==> config.mk <==
export PLATFORM = sky130hd
export DESIGN_NAME = decode_alloc_bid_flat
export DESIGN_NICKNAME = d
export VERILOG_FILES = /design/src/rtl/decode_alloc_bid_if.sv /design/src/rtl/decode_alloc_bid.sv /design/src/flat_wrapper.sv
export SDC_FILE = /design/constraint.sdc
export NUM_CORES = 1
export LEC_CHECK = 0
export BUFFER_PORTS_ARGS = -buffer_cell sky130_fd_sc_hd__clkbuf_2
export CORE_MARGIN = 1.5
export CORE_UTILIZATION = 49
export CTS_CLUSTER_DIAMETER = 30
export CTS_CLUSTER_SIZE = 20
export DETAILED_ROUTE_END_ITERATION = 8
export PLACE_DENSITY = 0.76
export SLEW_MARGIN = 30
export SYNTH_ARGS = -nofsm -noshare
export SYNTH_HDL_FRONTEND = slang
export SYNTH_SLANG_ARGS = --single-unit
==> constraint.sdc <==
create_clock -name clk -period 3.15 [get_ports clk]
set_input_delay 0.4725 -clock clk [delete_from_list [all_inputs] [get_ports clk]]
set_output_delay 0.4725 -clock clk [all_outputs]
set_load 0.05 [all_outputs]
==> src/rtl/decode_alloc_bid_if.sv <==
// Decode <-> branch-ID allocator signal bundle.
interface decode_alloc_bid_if #(
  parameter int unsigned BID_W = 4
);
  logic             br_req;
  logic             en_alloc;
  logic             snoop_hit;
  logic             bco_valid;
  logic             bc_valid;
  logic [BID_W-1:0] bc_bid;
  logic             bp_valid;
  logic [BID_W-1:0] bp_bid;
  logic             readyn;
  logic [2:0]       inflight_cnt;
  logic             err_order;
  logic             err_underflow;

  // Decode / commit side drives requests and observes the offered BID.
  modport master (
    output br_req, en_alloc, snoop_hit, bco_valid, bc_valid, bc_bid,
    input  bp_valid, bp_bid, readyn, inflight_cnt, err_order, err_underflow
  );

  // Allocator side.
  modport slave (
    input  br_req, en_alloc, snoop_hit, bco_valid, bc_valid, bc_bid,
    output bp_valid, bp_bid, readyn, inflight_cnt, err_order, err_underflow
  );
endinterface

==> src/rtl/decode_alloc_bid.sv <==
// Branch-ID allocator: hands out program-ordered BIDs to decoded branches,
// frees them on in-order commit, drops all on flush, stalls when full.
module decode_alloc_bid #(
  parameter int unsigned DEPTH = 4,
  parameter int unsigned BID_W = 4
) (
  input logic               clk,
  input logic               resetn,
  decode_alloc_bid_if.slave bus
);

  localparam logic [2:0] DepthCnt = 3'(DEPTH);

  logic [BID_W-1:0] alloc_ptr_q, alloc_ptr_d;
  logic [BID_W-1:0] commit_ptr_q, commit_ptr_d;
  logic [2:0]       count_q, count_d;
  logic             err_order_q, err_order_d;
  logic             err_underflow_q, err_underflow_d;

  logic full, flush, do_alloc, do_commit;

  // Decode of this cycle's events and offered outputs.
  always_comb begin
    full      = (count_q == DepthCnt);
    flush     = bus.snoop_hit | bus.bco_valid;
    do_alloc  = bus.br_req & bus.en_alloc & ~full & ~flush;
    do_commit = bus.bc_valid & ~flush & (count_q != 3'd0) & (bus.bc_bid == commit_ptr_q);

    bus.bp_bid        = alloc_ptr_q;
    bus.bp_valid      = bus.br_req & ~full;
    bus.readyn        = bus.br_req & full;
    bus.inflight_cnt  = count_q;
    bus.err_order     = err_order_q;
    bus.err_underflow = err_underflow_q;
  end

  // Next-state: flush overrides alloc/commit; errors are checked every cycle.
  always_comb begin
    alloc_ptr_d     = alloc_ptr_q;
    commit_ptr_d    = commit_ptr_q;
    count_d         = count_q;
    err_order_d     = err_order_q;
    err_underflow_d = err_underflow_q;

    if (bus.bc_valid && (count_q != 3'd0) && (bus.bc_bid != commit_ptr_q)) begin
      err_order_d = 1'b1;
    end
    if (bus.bc_valid && (count_q == 3'd0)) begin
      err_underflow_d = 1'b1;
    end

    if (flush) begin
      // Restart commit tracking at the next fresh BID so new IDs never alias
      // ones still draining from before the flush.
      count_d      = 3'd0;
      commit_ptr_d = alloc_ptr_q;
    end else begin
      if (do_alloc) begin
        alloc_ptr_d = alloc_ptr_q + 1'b1;
      end
      if (do_commit) begin
        commit_ptr_d = commit_ptr_q + 1'b1;
      end
      unique case ({do_alloc, do_commit})
        2'b10:   count_d = count_q + 3'd1;
        2'b01:   count_d = count_q - 3'd1;
        default: count_d = count_q;
      endcase
    end
  end

  // State registers, cleared asynchronously.
  always_ff @(posedge clk or negedge resetn) begin
    if (!resetn) begin
      alloc_ptr_q     <= '0;
      commit_ptr_q    <= '0;
      count_q         <= 3'd0;
      err_order_q     <= 1'b0;
      err_underflow_q <= 1'b0;
    end else begin
      alloc_ptr_q     <= alloc_ptr_d;
      commit_ptr_q    <= commit_ptr_d;
      count_q         <= count_d;
      err_order_q     <= err_order_d;
      err_underflow_q <= err_underflow_d;
    end
  end

endmodule

==> src/flat_wrapper.sv <==
// flat-port wrapper written by rule: the top's interface ports become plain ports
module decode_alloc_bid_flat 
#(
  parameter int unsigned DEPTH = 4,
  parameter int unsigned BID_W = 4
)
  (clk, resetn, bus_br_req, bus_en_alloc, bus_snoop_hit, bus_bco_valid, bus_bc_valid, bus_bc_bid, bus_bp_valid, bus_bp_bid, bus_readyn, bus_inflight_cnt, bus_err_order, bus_err_underflow);
  decode_alloc_bid_if #(.BID_W(BID_W)) bus_i ();
  input logic clk;
  input logic resetn;
  input wire logic [$bits(bus_i.br_req)-1:0] bus_br_req;
  input wire logic [$bits(bus_i.en_alloc)-1:0] bus_en_alloc;
  input wire logic [$bits(bus_i.snoop_hit)-1:0] bus_snoop_hit;
  input wire logic [$bits(bus_i.bco_valid)-1:0] bus_bco_valid;
  input wire logic [$bits(bus_i.bc_valid)-1:0] bus_bc_valid;
  input wire logic [$bits(bus_i.bc_bid)-1:0] bus_bc_bid;
  output wire logic [$bits(bus_i.bp_valid)-1:0] bus_bp_valid;
  output wire logic [$bits(bus_i.bp_bid)-1:0] bus_bp_bid;
  output wire logic [$bits(bus_i.readyn)-1:0] bus_readyn;
  output wire logic [$bits(bus_i.inflight_cnt)-1:0] bus_inflight_cnt;
  output wire logic [$bits(bus_i.err_order)-1:0] bus_err_order;
  output wire logic [$bits(bus_i.err_underflow)-1:0] bus_err_underflow;
  assign bus_i.br_req = bus_br_req;
  assign bus_i.en_alloc = bus_en_alloc;
  assign bus_i.snoop_hit = bus_snoop_hit;
  assign bus_i.bco_valid = bus_bco_valid;
  assign bus_i.bc_valid = bus_bc_valid;
  assign bus_i.bc_bid = bus_bc_bid;
  assign bus_bp_valid = bus_i.bp_valid;
  assign bus_bp_bid = bus_i.bp_bid;
  assign bus_readyn = bus_i.readyn;
  assign bus_inflight_cnt = bus_i.inflight_cnt;
  assign bus_err_order = bus_i.err_order;
  assign bus_err_underflow = bus_i.err_underflow;
  decode_alloc_bid #(.DEPTH(DEPTH), .BID_W(BID_W)) u_core (.clk(clk), .resetn(resetn), .bus(bus_i));
endmodule
[Word-level counts from Yosys, hierarchy flattened]
Cells that the tools add are included.
Word-level totals
  register bits: 13
  input port bits: 11
  output and inout port bits: 11
  word-level logic and storage cells: 37
Operators by class
  add/subtract/negate cells: 4
  equal/unequal tests: 5
  muxes and demuxes: 4
  bitwise logic cells: 11
  reduce and logical (&&, ||, !) cells: 8
Operators with widths (number)
  4-bit by 1-bit adder with 4-bit output, second input constant: 2
  1-bit AND: 8
  4-bit 2-to-1 mux: 2
  3-bit one-hot mux with 2 select lines: 1
  3-bit nonzero test: 2
  4-bit equality test: 1
  4-bit inequality test: 1
  3-bit by 1-bit adder with 3-bit output, second input constant: 1
  3-bit equality test, second input constant: 1
  1-bit logical AND: 3
  3-bit zero test: 1
  3-bit 2-to-1 mux: 1
  3-bit by 1-bit subtractor with 3-bit output, second input constant: 1
  2-bit by 1-bit equality test with 1-bit output, second input constant: 1
  2-bit equality test, second input constant: 1
  1-bit NOT: 2
  2-bit AND reduction: 1
  2-bit nonzero test: 1
  1-bit OR: 1

[Logic depth before layout (Yosys ltp)]
  word-level depth: 8
  depth in mapped cells: 9
  depth with buffers taken out: 8

[Worst setup path before layout]
No wires, ideal clock.
  path kind: register to register
  start point: register u_core.count_q[0] (netlist: u_core.bus.inflight_cnt[0])
  end point: register u_core.count_q[2] (netlist: u_core.bus.inflight_cnt[2])
  library setup time: 77 ps
  data arrival time: 2566 ps
  required time: 3073 ps
  path slack: 507 ps
  stages on the path, launching flop included: 9
  buffers on the path: 0
  period minus slack after synthesis: 2643 ps
  cells stage by stage: dfrtp_1 nor2_1 a2111oi_4 inv_1 ha_1 fa_1 xnor2_1 or3_1 a21oi_1
On the way
  word-level cells in the longest chain between the ends: 7
  elaborated cells between the ends (all ways): 14
  those cells by class: add/sub (2); eq/ne (3); mux (2); bitwise (5); reduce/logical (2)
Ends and longest elaborated chain
  start: declaration: line decode_alloc_bid.sv:16  | logic [2:0] count_q, count_d;
  start signal: assignment: line decode_alloc_bid.sv:83  | count_q <= count_d;
  3-bit equality test: line decode_alloc_bid.sv:24  | full = (count_q == DepthCnt);
  1-bit NOT: line decode_alloc_bid.sv:26  | do_alloc = bus.br_req & bus.en_alloc & ~full & ~flush;
  1-bit AND (2 in a row): line decode_alloc_bid.sv:26
  2-bit by 1-bit equality test with 1-bit output or 2-bit equality test (tied branches): line decode_alloc_bid.sv:64  | unique case ({do_alloc, do_commit})
  3-bit one-hot mux with 2 select lines: line decode_alloc_bid.sv:64
  3-bit 2-to-1 mux: line decode_alloc_bid.sv:52  | if (flush) begin
Several ways; a longest one is shown, not always the timed one.
A chain may end at the register's enable or synchronous reset.

[Worst setup path after layout]
  start point: input bus_bco_valid
  end point: register u_core.count_q[2] (netlist: u_core.bus.inflight_cnt[2])
On the way
  word-level cells in the longest chain between the ends: 8
  elaborated cells between the ends (all ways): 11
  those cells by class: eq/ne (2); mux (2); bitwise (6); reduce/logical (1)
Ends and longest elaborated chain
  start: declaration: line flat_wrapper.sv:14  | input wire logic [$bits(bus_i.bco_valid)-1:0] bus_bco_valid;
  1-bit OR (*): line decode_alloc_bid.sv:25  | flush = bus.snoop_hit | bus.bco_valid;
  1-bit NOT: line decode_alloc_bid.sv:26, decode_alloc_bid.sv:27
  1-bit AND (3 in a row): line decode_alloc_bid.sv:27  | do_commit = bus.bc_valid & ~flush & (count_q != 3'd0) & (bus.bc_bid == commit_ptr_q);
  2-bit by 1-bit equality test with 1-bit output or 2-bit equality test (tied branches): line decode_alloc_bid.sv:64
  3-bit one-hot mux with 2 select lines: line decode_alloc_bid.sv:64
  3-bit 2-to-1 mux: line decode_alloc_bid.sv:52
Every way passes the cells marked *; elsewhere a longest branch is shown, timed or not.

==> impl_metrics.toml <==
[cts]
ctsResizeCount = 0
htreeDepth = 1
worst_skew_pair.late_latency_ps = 280
cts_setup_buffers = 0
cts-root-to-sink-buffers = 2
tritoncts.num_buffers = 3
holdBufCountCts = 0
clock_sinks = 13
tritoncts = "built"
worst_setup_hold_path_clk_slew_ps = 80
cts-root-buf = "sky130_fd_sc_hd__clkbuf_4"

[critical_path]
critPathTopFamily = "simple AND/OR/NAND/NOR gates"
reg2reg_to = "u_core.bus.inflight_cnt[2]"
critical_path.n_buffers_inverters = 2
cp-end-kind = "flip-flop"
critical_path.reg2reg.startpoint = "u_core.bus.inflight_cnt[0]"
reg2regPathDepth = 8
start_kind = "primary input"
path_cells = "clkbuf_2 -> or2_0 -> a2111oi_4 -> inv_1 -> ha_1 -> fa_1 -> xnor2_1 -> or3_1 -> a21oi_1"
worst_path_largest_cell_delay_ps = 520
path_max_fanout = 8
ff2ff_setup_slack_ps = 720
worstPathRequired_ps = 3350
crit_path_top_delay_cell = "sky130_fd_sc_hd__a2111oi_4"
cp_data_arrival_time_ps = 2730
worst-path-stages = 9
critical_path_class = "in2reg"

[synthesis]
fraction_of_the_yosys_area_taken_by_sequential_cells = 0.425
synth_cells = 71
synth.top_cells.by_area = "sky130_fd_sc_hd__dfrtp_1 42%, sky130_fd_sc_hd__xnor2_1 6.9%, sky130_fd_sc_hd__ha_1 4.9%"
yosys-mux-area-fraction = 0.0278
synth_compound_area_frac = 0.150
synthXorXnorAreaFrac = 0.113
synth_area_leader_cell = "sky130_fd_sc_hd__dfrtp_1"
synth_top_family_by_area = "simple AND/OR/NAND/NOR gates"
synth.ff_latch_count = 13
synth_fp_nets = 86
yosys_warnings = 0
synthAdderAreaFrac = 0.0752
synth.cell_area_um2 = 766
synthSimpleGateAreaFrac = 0.175
post_synth.cell_area_avg_um2 = 10.8
yosys.area.top_type_share = 0.425
count_of_different_cell_masters_after_synthesis = 31

[timing]
fin_crit_share = 0.801
rsz0062_at_grt = "no"
slew-limit-headroom = 0.686
worst_clock_skew_ps = 4.61
max_clock_freq_ghz = 0.396
final-hold-violation-count = 0
period_minus_slack_ps = 2520
timing_worst_slew_pin_value_ps = 470
final_setup_violation_count = 0
report.final.slew_viol_count = 0
timing.setup.tns_ps = 0

[floorplanning]
fp.dieW_um = 42.5
core_area_um2 = 1490
initial_core_util = 0.514
floorplan.die_area_um2 = 1810
floorplan.rows = 14
io_pins = 22
die_height_um = 42.5

[finish]
area_growth_pct = 18.3
sequential_cell_area_um2 = 325
final_core_util = 0.608
antenna_cells_inserted = 0
final_layout_size_suffix_gt1_frac = 0.305
num-nets-final = 111
filler_cell_count = 140
fin_cells = 111
multi_input_gate_area_in_the_final_layout_um2 = 414

[power]
sw_frac_of_total = 0.445
combPwrFrac = 0.412
totalPowerFinal_mw = 0.630
netSwitchingPower_mw = 0.280
ir_worst_vdd_v = 0.000447
cellLeakagePower_nw = 0.424
clockPowerShare = 0.164
power_density_nw_per_um2 = 695
cell_internal_pwr_mw = 0.349
power_frac_seq = 0.424

[placement]
numPortBuffers = 21
gp_congestion = 0.668
dp.cells = 107
post-dp-hpwl_um = 1140

[routing]
routed_wirelength_um = 1430
route.detailed.vias_per_inst = 5.59
dr_total_vias = 620
drt_iter0_drc = 12
post_drt_wl_per_cell_um = 12.9
first_pass_iters = 4
drc = 0
ant_nets = 0

[grt]
grt_pass1_wl_um = 2280
overall_track_demand_over_capacity_in_global_routing = 0.170
grt_antenna_before_repair = 0
grt_overflow_total = 0
grt_start_max_net_pins = 14
first_global_vias = 528

[status]
result_of_the_run = "complete, no violations"

[job]
maxCapViolCount = 0

[min_path]
hp-class = "in2async"
## flip-flops by register name, indices dropped and copies added (netlist names)
name,cells
u_core.bus.bp_bid,4
u_core.commit_ptr_q,4
u_core.bus.inflight_cnt,3
u_core.bus.err_order,1
u_core.bus.err_underflow,1
## worst max-delay path by stage
stage,to,slack (ps),start
after detailed placement,u_core.bus.inflight_cnt[2],300,bus_bco_valid
final,u_core.bus.inflight_cnt[2],630,bus_bco_valid
after floorplan,u_core.bus.inflight_cnt[2],510,u_core.bus.inflight_cnt[0]
after CTS,u_core.bus.inflight_cnt[2],620,bus_bco_valid
after global placement,u_core.bus.inflight_cnt[2],390,bus_bco_valid
after global routing,u_core.bus.inflight_cnt[2],530,bus_bco_valid
## cells in the mapped netlist, drive strengths merged
master and number:
a21oi 3, nand2b 1, inv 4, a2111oi 1, o31a 1, or2 1
nor3 2, or3 2, ha 3, or4 1, xor2 2, a31oi 4
nor2b 1, mux2 1, o31ai 1, a21o 2, xnor2 7, or2b 1
buf 1, and3 1, o21ai 3, nor2 7, dfrtp 13, nand3 1
fa 1, and4 2, mux2i 1, nand4 2, nand2 1
## cells in the final DEF, fill, tap and decap left out, types with 2 or more instances in the layout
cell                       synthesis  layout
sky130_fd_sc_hd__o21ai_0           3       3
sky130_fd_sc_hd__or3_1             2       2
sky130_fd_sc_hd__a31oi_1           4       4
sky130_fd_sc_hd__inv_1             4       4
sky130_fd_sc_hd__and4_1            2       2
sky130_fd_sc_hd__clkbuf_2          0      21
sky130_fd_sc_hd__xnor2_1           6       6
sky130_fd_sc_hd__a21o_1            2       2
sky130_fd_sc_hd__xor2_1            2       2
sky130_fd_sc_hd__nor2_1            7       7
sky130_fd_sc_hd__a21oi_1           3       3
sky130_fd_sc_hd__ha_1              3       3
sky130_fd_sc_hd__nor3_1            2       2
sky130_fd_sc_hd__dfrtp_1          13      13
sky130_fd_sc_hd__clkbuf_4          0       3
## stage by stage
stage / setup slack (ps) / hold slack (ps) / cell area (um2)
2_1_floorplan: 507 / 177 / 766
3_3_place_gp: 388 / 387 / 880
3_5_place_dp: 301 / 387 / 880
4_1_cts: 618 / 91.8 / 906
5_1_grt: 529 / 99.6 / 906
6_report: 627 / 79.4 / 906
## cell families (layout without fill, tap and decap cells)
kind of cell,Yosys count,after routing
AND/OR/NAND/NOR,23,23
flip-flops,13,13
adder cells (fa/ha/maj),4,4
AO/OA/AOI/OAI,15,15
buffers and inverters,5,29
XOR/XNOR,9,9
multiplexers,2,2
## power by group through the flow
stage	registers, mW	logic (mW)	clock network (mW)
after global routing	0.275	0.281	0.115
after floorplan	0.349	0.114	0
after CTS	0.267	0.263	0.105
final	0.267	0.259	0.103
after global placement	0.268	0.252	0
after detailed placement	0.270	0.261	0
## area by class of cell
type	count	area share
inverter	4	0.0166
sequential	13	0.359
multi-input combinational	53	0.457
tap	16	0.0221
clock buffer	4	0.0290
timing repair buffer	21	0.116
## per-layer routing
metal | wire length, um | track usage | part of all wire | vias to the layer above
met4 | 15 | 0.0750 | 0.010 | 0
met2 | 671 | 0.268 | 0.47 | 17
li1 | - | - | - | 306
met3 | 69 | 0.0259 | 0.048 | 2
met5 | 0 | 0 | 0 | -
met1 | 675 | 0.231 | 0.47 | 295
No activity file was read; power rests on OpenSTA's default activity.
